--- src/rtl/rtc_pkg.sv ---
// Shared field widths, field limits and calendar helpers for the real-time calendar.
package rtc_pkg;

  localparam int unsigned MONTH_W = 4;
  localparam int unsigned DAY_W   = 5;
  localparam int unsigned HOUR_W  = 5;
  localparam int unsigned MIN_W   = 6;
  localparam int unsigned SEC_W   = 6;

  localparam int unsigned SEC_LIM   = 60;
  localparam int unsigned MIN_LIM   = 60;
  localparam int unsigned HOUR_LIM  = 24;
  localparam int unsigned MONTH_LIM = 12;

  function automatic logic is_leap(input logic [31:0] year);
    return (((year % 4) == 0) && ((year % 100) != 0)) || ((year % 400) == 0);
  endfunction

  function automatic logic [DAY_W-1:0] days_in_month(input logic [MONTH_W-1:0] month,
                                                     input logic [31:0]        year);
    logic [DAY_W-1:0] dim;
    case (month)
      4'd4, 4'd6, 4'd9, 4'd11: dim = 5'd30;
      4'd2:                    dim = is_leap(year) ? 5'd29 : 5'd28;
      default:                 dim = 5'd31;
    endcase
    return dim;
  endfunction

endpackage

--- src/rtl/mod_counter.sv ---
// Loadable modulo counter running MIN..max, where max is an input so limits may vary.
module mod_counter #(
  parameter int unsigned W       = 6,
  parameter int unsigned MIN     = 0,
  parameter int unsigned RST_VAL = 0
) (
  input  logic         clk,
  input  logic         rst,
  input  logic         en,
  input  logic         load,
  input  logic [W-1:0] load_val,
  input  logic [W-1:0] max,
  output logic [W-1:0] cnt,
  output logic         wrap
);

  localparam logic [W-1:0] MIN_V = W'(MIN);
  localparam logic [W-1:0] RST_V = W'(RST_VAL);

  // >= keeps the counter recoverable if max shrinks below the current count
  assign wrap = en && (cnt >= max);

  always_ff @(posedge clk or negedge rst) begin
    if (!rst) begin
      cnt <= RST_V;
    end else if (load) begin
      cnt <= load_val;
    end else if (en) begin
      cnt <= wrap ? MIN_V : cnt + W'(1);
    end
  end

endmodule

--- src/rtl/rtc_calendar.sv ---
// Single-clock calendar: prescaler tick drives a synchronous sec..year carry chain,
// with a validated time-set port, per-field carry strobes and a daily alarm.
module rtc_calendar
  import rtc_pkg::*;
#(
  parameter int unsigned TICKS_PER_SEC = 50_000_000,
  parameter int unsigned YEAR_W        = 12,
  parameter int unsigned RST_YEAR      = 2000
) (
  input  logic               clk,
  input  logic               rst,
  input  logic               run,
  input  logic               set_valid,
  output logic               set_ready,
  input  logic [YEAR_W-1:0]  set_year,
  input  logic [MONTH_W-1:0] set_month,
  input  logic [DAY_W-1:0]   set_day,
  input  logic [HOUR_W-1:0]  set_hour,
  input  logic [MIN_W-1:0]   set_min,
  input  logic [SEC_W-1:0]   set_sec,
  output logic               set_err,
  output logic [YEAR_W-1:0]  year,
  output logic [MONTH_W-1:0] month,
  output logic [DAY_W-1:0]   day,
  output logic [HOUR_W-1:0]  hour,
  output logic [MIN_W-1:0]   min,
  output logic [SEC_W-1:0]   sec,
  output logic               sec_stb,
  output logic               min_stb,
  output logic               hour_stb,
  output logic               day_stb,
  output logic               month_stb,
  output logic               year_stb,
  input  logic               alm_wr,
  input  logic               alm_en,
  input  logic [HOUR_W-1:0]  alm_hour,
  input  logic [MIN_W-1:0]   alm_min,
  input  logic [SEC_W-1:0]   alm_sec,
  output logic               alm_hit
);

  localparam int unsigned PRE_W = (TICKS_PER_SEC > 1) ? $clog2(TICKS_PER_SEC) : 1;
  localparam logic [PRE_W-1:0]   PRE_MAX   = PRE_W'(TICKS_PER_SEC - 1);
  localparam logic [SEC_W-1:0]   SEC_MAX   = SEC_W'(SEC_LIM - 1);
  localparam logic [MIN_W-1:0]   MIN_MAX   = MIN_W'(MIN_LIM - 1);
  localparam logic [HOUR_W-1:0]  HOUR_MAX  = HOUR_W'(HOUR_LIM - 1);
  localparam logic [MONTH_W-1:0] MONTH_MAX = MONTH_W'(MONTH_LIM);
  localparam logic [YEAR_W-1:0]  YEAR_MAX  = '1;

  logic [PRE_W-1:0]  pre_q;
  logic              set_ready_q, set_err_q, alm_hit_q;
  logic              sec_stb_q, min_stb_q, hour_stb_q, day_stb_q, month_stb_q, year_stb_q;
  logic [HOUR_W-1:0] alm_hour_q;
  logic [MIN_W-1:0]  alm_min_q;
  logic [SEC_W-1:0]  alm_sec_q;
  logic              tick, set_xfer, set_ok, load, step;
  logic              sec_wrap, min_wrap, hour_wrap, day_wrap, month_wrap, year_wrap;
  logic [DAY_W-1:0]  day_max;

  // set_ready also gates the prescaler, so the first edge after reset release does not count
  assign tick     = run && set_ready_q && (pre_q == PRE_MAX);
  assign set_xfer = set_valid && set_ready_q;
  assign set_ok   = (set_month != '0) && (set_month <= MONTH_MAX) &&
                    (set_day != '0) && (set_day <= days_in_month(set_month, 32'(set_year))) &&
                    (set_hour <= HOUR_MAX) && (set_min <= MIN_MAX) && (set_sec <= SEC_MAX);
  assign load     = set_xfer && set_ok;
  assign step     = tick && !load;
  assign day_max  = days_in_month(month, 32'(year));

  always_ff @(posedge clk or negedge rst) begin
    if (!rst) begin
      pre_q <= '0;
    end else if (load || tick) begin
      pre_q <= '0;
    end else if (run && set_ready_q) begin
      pre_q <= pre_q + PRE_W'(1);
    end
  end

  mod_counter #(.W(SEC_W), .MIN(0), .RST_VAL(0)) u_sec (
    .clk(clk), .rst(rst), .en(step), .load(load), .load_val(set_sec), .max(SEC_MAX),
    .cnt(sec), .wrap(sec_wrap)
  );
  mod_counter #(.W(MIN_W), .MIN(0), .RST_VAL(0)) u_min (
    .clk(clk), .rst(rst), .en(sec_wrap), .load(load), .load_val(set_min), .max(MIN_MAX),
    .cnt(min), .wrap(min_wrap)
  );
  mod_counter #(.W(HOUR_W), .MIN(0), .RST_VAL(0)) u_hour (
    .clk(clk), .rst(rst), .en(min_wrap), .load(load), .load_val(set_hour), .max(HOUR_MAX),
    .cnt(hour), .wrap(hour_wrap)
  );
  mod_counter #(.W(DAY_W), .MIN(1), .RST_VAL(1)) u_day (
    .clk(clk), .rst(rst), .en(hour_wrap), .load(load), .load_val(set_day), .max(day_max),
    .cnt(day), .wrap(day_wrap)
  );
  mod_counter #(.W(MONTH_W), .MIN(1), .RST_VAL(1)) u_month (
    .clk(clk), .rst(rst), .en(day_wrap), .load(load), .load_val(set_month), .max(MONTH_MAX),
    .cnt(month), .wrap(month_wrap)
  );
  mod_counter #(.W(YEAR_W), .MIN(0), .RST_VAL(RST_YEAR)) u_year (
    .clk(clk), .rst(rst), .en(month_wrap), .load(load), .load_val(set_year), .max(YEAR_MAX),
    .cnt(year), .wrap(year_wrap)
  );

  always_ff @(posedge clk or negedge rst) begin
    if (!rst) begin
      set_ready_q <= 1'b0;
      set_err_q   <= 1'b0;
      sec_stb_q   <= 1'b0;
      min_stb_q   <= 1'b0;
      hour_stb_q  <= 1'b0;
      day_stb_q   <= 1'b0;
      month_stb_q <= 1'b0;
      year_stb_q  <= 1'b0;
      alm_hour_q  <= '0;
      alm_min_q   <= '0;
      alm_sec_q   <= '0;
      alm_hit_q   <= 1'b0;
    end else begin
      set_ready_q <= 1'b1;
      set_err_q   <= set_xfer && !set_ok;
      sec_stb_q   <= step;
      min_stb_q   <= sec_wrap;
      hour_stb_q  <= min_wrap;
      day_stb_q   <= hour_wrap;
      month_stb_q <= day_wrap;
      year_stb_q  <= month_wrap;
      if (alm_wr) begin
        alm_hour_q <= alm_hour;
        alm_min_q  <= alm_min;
        alm_sec_q  <= alm_sec;
      end
      // Only a tick-driven second can match, so a set landing on the alarm time stays silent
      alm_hit_q <= alm_en && sec_stb_q && (hour == alm_hour_q) && (min == alm_min_q) &&
                   (sec == alm_sec_q);
    end
  end

  assign set_ready = set_ready_q;
  assign set_err   = set_err_q;
  assign sec_stb   = sec_stb_q;
  assign min_stb   = min_stb_q;
  assign hour_stb  = hour_stb_q;
  assign day_stb   = day_stb_q;
  assign month_stb = month_stb_q;
  assign year_stb  = year_stb_q;
  assign alm_hit   = alm_hit_q;

  logic unused_year_wrap;
  assign unused_year_wrap = year_wrap;

endmodule

--- config.mk ---
export PLATFORM = sky130hd
export DESIGN_NAME = rtc_calendar
export DESIGN_NICKNAME = d
export VERILOG_FILES = /design/src/rtl/rtc_pkg.sv /design/src/rtl/mod_counter.sv /design/src/rtl/rtc_calendar.sv
export SDC_FILE = /design/constraint.sdc
export NUM_CORES = 1
export LEC_CHECK = 0
export ABC_AREA = 1
export CAP_MARGIN = 30
export CORE_UTILIZATION = 30
export DETAILED_ROUTE_END_ITERATION = 10
export GPL_TIMING_DRIVEN = 0
export PLACE_DENSITY = 0.52
export SETUP_SLACK_MARGIN = 0.3
export SYNTH_ARGS = -nofsm -noshare
export SYNTH_HDL_FRONTEND = slang
export SYNTH_SLANG_ARGS = --single-unit
--- constraint.sdc ---
create_clock -name clk -period 8.3 [get_ports clk]
set_input_delay 1.66 -clock clk [delete_from_list [all_inputs] [get_ports clk]]
set_output_delay 1.66 -clock clk [all_outputs]
set_load 0.02 [all_outputs]
==> results.yml <==
run_status:
  status: "finished clean"
timing:
  slew_headroom: 0.520
  grt_setup_unrepaired: "false"
  finalHoldViolCount: 0
  clock_skew_ns: 0.00966
  max_freq_mhz: 134
  tns_ns: 0
  hold_slack_ns: 0.493
  slew_violations: 0
  fin_crit_sh: 0.899
  setup_viol: 0
  tightest_slew_ns: 0.715
  fin_crit_ns: 7.47
final_layout:
  final_common_cell: "nand2_1"
  syn_to_final_growth_pct: 28.0
  fillers: 2486
  fin_nets: 1221
  diodes: 0
  drive_gt1_frac: 0.169
  layout_common_cells: "221 x nand2_1, 134 x inv_1, 100 x clkdlybuf4s50_1, 82 x dfrtp_1, 67 x nand3_1"
  register_area_um2: 2260
  multi_input_area_um2: 4540
  layoutNonFillerInstCount: 1467
placed_design:
  place_congestion: 0.813
  dp.final_hpwl_mm: 16.6
  portBuffers: 106
  placed_cells: 1436
yosys:
  synth_enable_flop_cells: 0
  synth_xor_area_frac: 0.0418
  synth_simple_gate_area_frac: 0.386
  synth-compound-area-share: 0.131
  ys_ff_latch: 90
  synth_top_family_by_area: "simple AND/OR/NAND/NOR gates"
  yosys.area.top_type: "dfrtp_1"
  syn-num-nets: 1088
  syn_inst: 1010
  synth-async-reset-ratio: 1.00
  ys_warn_count: 0
  synth.avg_cell_area_um2: 7.26
  synth-main-ff-cell: "dfrtp_1"
  yosysUniqueCellTypes: 59
  ys_seq_area_frac: 0.309
  synthMuxAreaShare: 0.0108
  synthAdderAreaFrac: 0.0290
  ys_top_cells_by_area: "dfrtp_1 28%, nand2_1 12%, inv_1 7.0%"
  synth_area_um2: 7330
  yosys.area.top_type_share: 0.280
clock_network:
  clock_sinks: 90
  h-tree-depth: 3
  clock_tree.root_cell: "clkbuf_16"
  clk_latency_ns: 0.35
  cts.clk_slew.worst_paths_ns: 0.07
  cts_buffer_depth: 2
  cts_buffers: 9
  cts_tree: "done"
floorplan:
  die-width_um: 158
  die_h_um: 158
  rows: 56
  initial_core_util: 0.309
  num_io_pins: 108
  die_area_um2: 25100
  core_region_area_um2: 23700
worst_setup_path:
  crit_start: "set_year[6]"
  critPathKind: "in2reg"
  cp_max_fo: 10
  cp_slowest_cell: "clkdlybuf4s50_1"
  r2r_slack_ns: 2.54
  cpMostUsedCell: "nand2_2"
  end_kind: "register"
  r2r-start: "u_year.cnt[8]$_DFFE_PN1P_"
  required_ns: 8.50
  reg2reg_to: "u_month.cnt[2]$_DFFE_PN0P_"
  ff2ff_path_depth: 47
  crit_arrival_ns: 7.67
  cpPeakStageDelay_ns: 0.51
  worstSetupStartpointType: "input pin"
drt:
  wl_per_cell_um: 14.4
  first_pass_iters: 4
  top_layer: "met4"
  wl_met3_mm: 1.06
  avgViaCountPerCell: 4.89
  first_iter_violations: 334
  finalWirelength_mm: 21.1
  wl_met2_mm: 10.1
  via_count: 7172
  ant_nets: 0
  drc_errors: 0
  drt-met1-wl_mm: 9.80
grt:
  grt-ovfl-total: 0
  grt_use_total: 0.176
  antenna_found_initial: 0
  grt_pass1_wl_mm: 35.2
  grt_max_degree: 52
  first_global_vias: 6948
min_path:
  worstHoldEndpoint: "pre_q[22]$_DFFE_PN0P_"
  hp-start: "pre_q[22]$_DFFE_PN0P_"
  hold_path_depth: 1
  hold_class: "reg2reg"
run:
  max-cap-violations: 0
power_and_ir_drop:
  power_density_nw_per_um2: 323
  vdd_drop_max_uv: 219
  total_leakage_power_uw: 0.00423
report_power, final:
group	switching [µW]	total [µW]	leakage (µW)	internal, µW
combinational	1250	2010	0.00296	755
clock	189	404	0.000136	215
sequential	105	620	0.00113	515
total	1550	3030	0.00423	1480
stage by stage:
stage	total power (µW)	setup WS, ns	util	area, µm²
CTS	3020	0.309	0.389	9210
global placement	2570	-1.30	0.371	8790
global route	3350	0.297	0.396	9390
floorplan	2150	1.22	-	7330
finish	3030	0.835	0.396	9390
detailed placement	2590	-1.34	0.372	8810
state kept, by name, summed over array words and instances, names as in the netlist:
| name | cells |
|---|---|
| pre_q | 26 |
| u_year.cnt | 12 |
| alm_min_q | 6 |
| alm_sec_q | 6 |
| u_min.cnt | 6 |
| u_sec.cnt | 6 |
| alm_hour_q | 5 |
| u_day.cnt | 5 |
| u_hour.cnt | 5 |
| u_month.cnt | 4 |
| alm_hit | 1 |
| day_stb | 1 |
| hour_stb | 1 |
| min_stb | 1 |
| month_stb | 1 |
| sec_stb | 1 |
| set_err | 1 |
| set_ready | 1 |
| year_stb | 1 |
what timing repair did:
action | CTS | global route
pin swaps | 11 | 19
gates resized for setup | 20 | 33
endpoints found under the hold margin | 0 | 0
hold buffers | 0 | 0
setup buffers | 6 | 9
setup endpoints to repair | 50 | 37
cell usage after synthesis (7+ instances only):
master    count
inv_1       137
o21ai_0      36
o22ai_1       8
dfrtp_1      82
nand3_4      11
nand3_1      69
nand2_4       7
nand4_1      53
o221ai_1     18
nor4_1       14
xnor2_1       9
ha_1         17
nand2_1     232
xor2_1       26
nor3_1       14
inv_2        11
clkbuf_1     11
nand2_2      41
nor2_4       11
a21oi_1      29
mux2_2        7
a22oi_1      10
nor2_1       66
dfstp_2       8
cells by family (layout without fill, tap and decap cells):
| logic type | count (synthesis) | in the layout |
|---|---|---|
| buffers and inverters | 173 | 311 |
| AOI/OAI and AO/OA | 145 | 145 |
| muxes | 7 | 7 |
| and+or+nand+nor | 542 | 542 |
| other | 1 | 1 |
| DFF | 90 | 90 |
| xor gates and xnor gates | 35 | 35 |
| adders and majority gates | 17 | 17 |
layout make-up:
cell class / count / area share
Sequential cell: 90 / 0.241
Tap cell: 319 / 0.0425
Timing Repair Buffer: 122 / 0.127
Multi-Input combinational cell: 747 / 0.484
Clock inverter: 6 / 0.00533
Clock buffer: 10 / 0.0255
Buffer: 18 / 0.0107
Inverter: 155 / 0.0633
worst max-delay path: cells and delay by family:
family,cells,cell delay (ns)
adder cells (fa/ha/maj),1,0.29
buffers and inverters,6,1.10
AO/OA/AOI/OAI,5,0.73
AND/OR/NAND/NOR,37,3.86
worst max path at each step:
stage | endpoint | cells after the start | slack [ns]
global placement | u_month.cnt[3]$_DFFE_PN0P_ | 48 | -1.30
detailed placement | u_month.cnt[3]$_DFFE_PN0P_ | 50 | -1.34
global route | u_month.cnt[3]$_DFFE_PN0P_ | 51 | 0.30
floorplan | u_year.cnt[11]$_DFFE_PN0P_ | 49 | 1.22
CTS | u_month.cnt[3]$_DFFE_PN0P_ | 48 | 0.31
finish | u_month.cnt[2]$_DFFE_PN0P_ | 49 | 0.83
per-layer routing:
layer / track usage / vias to the layer above
met5: 0 / -
met4: 0.0371 / 0
met3: 0.0280 / 14
met2: 0.304 / 144
met1: 0.231 / 3337
li1: - / 3677
Note: power is estimated with default switching activity, not from simulation.
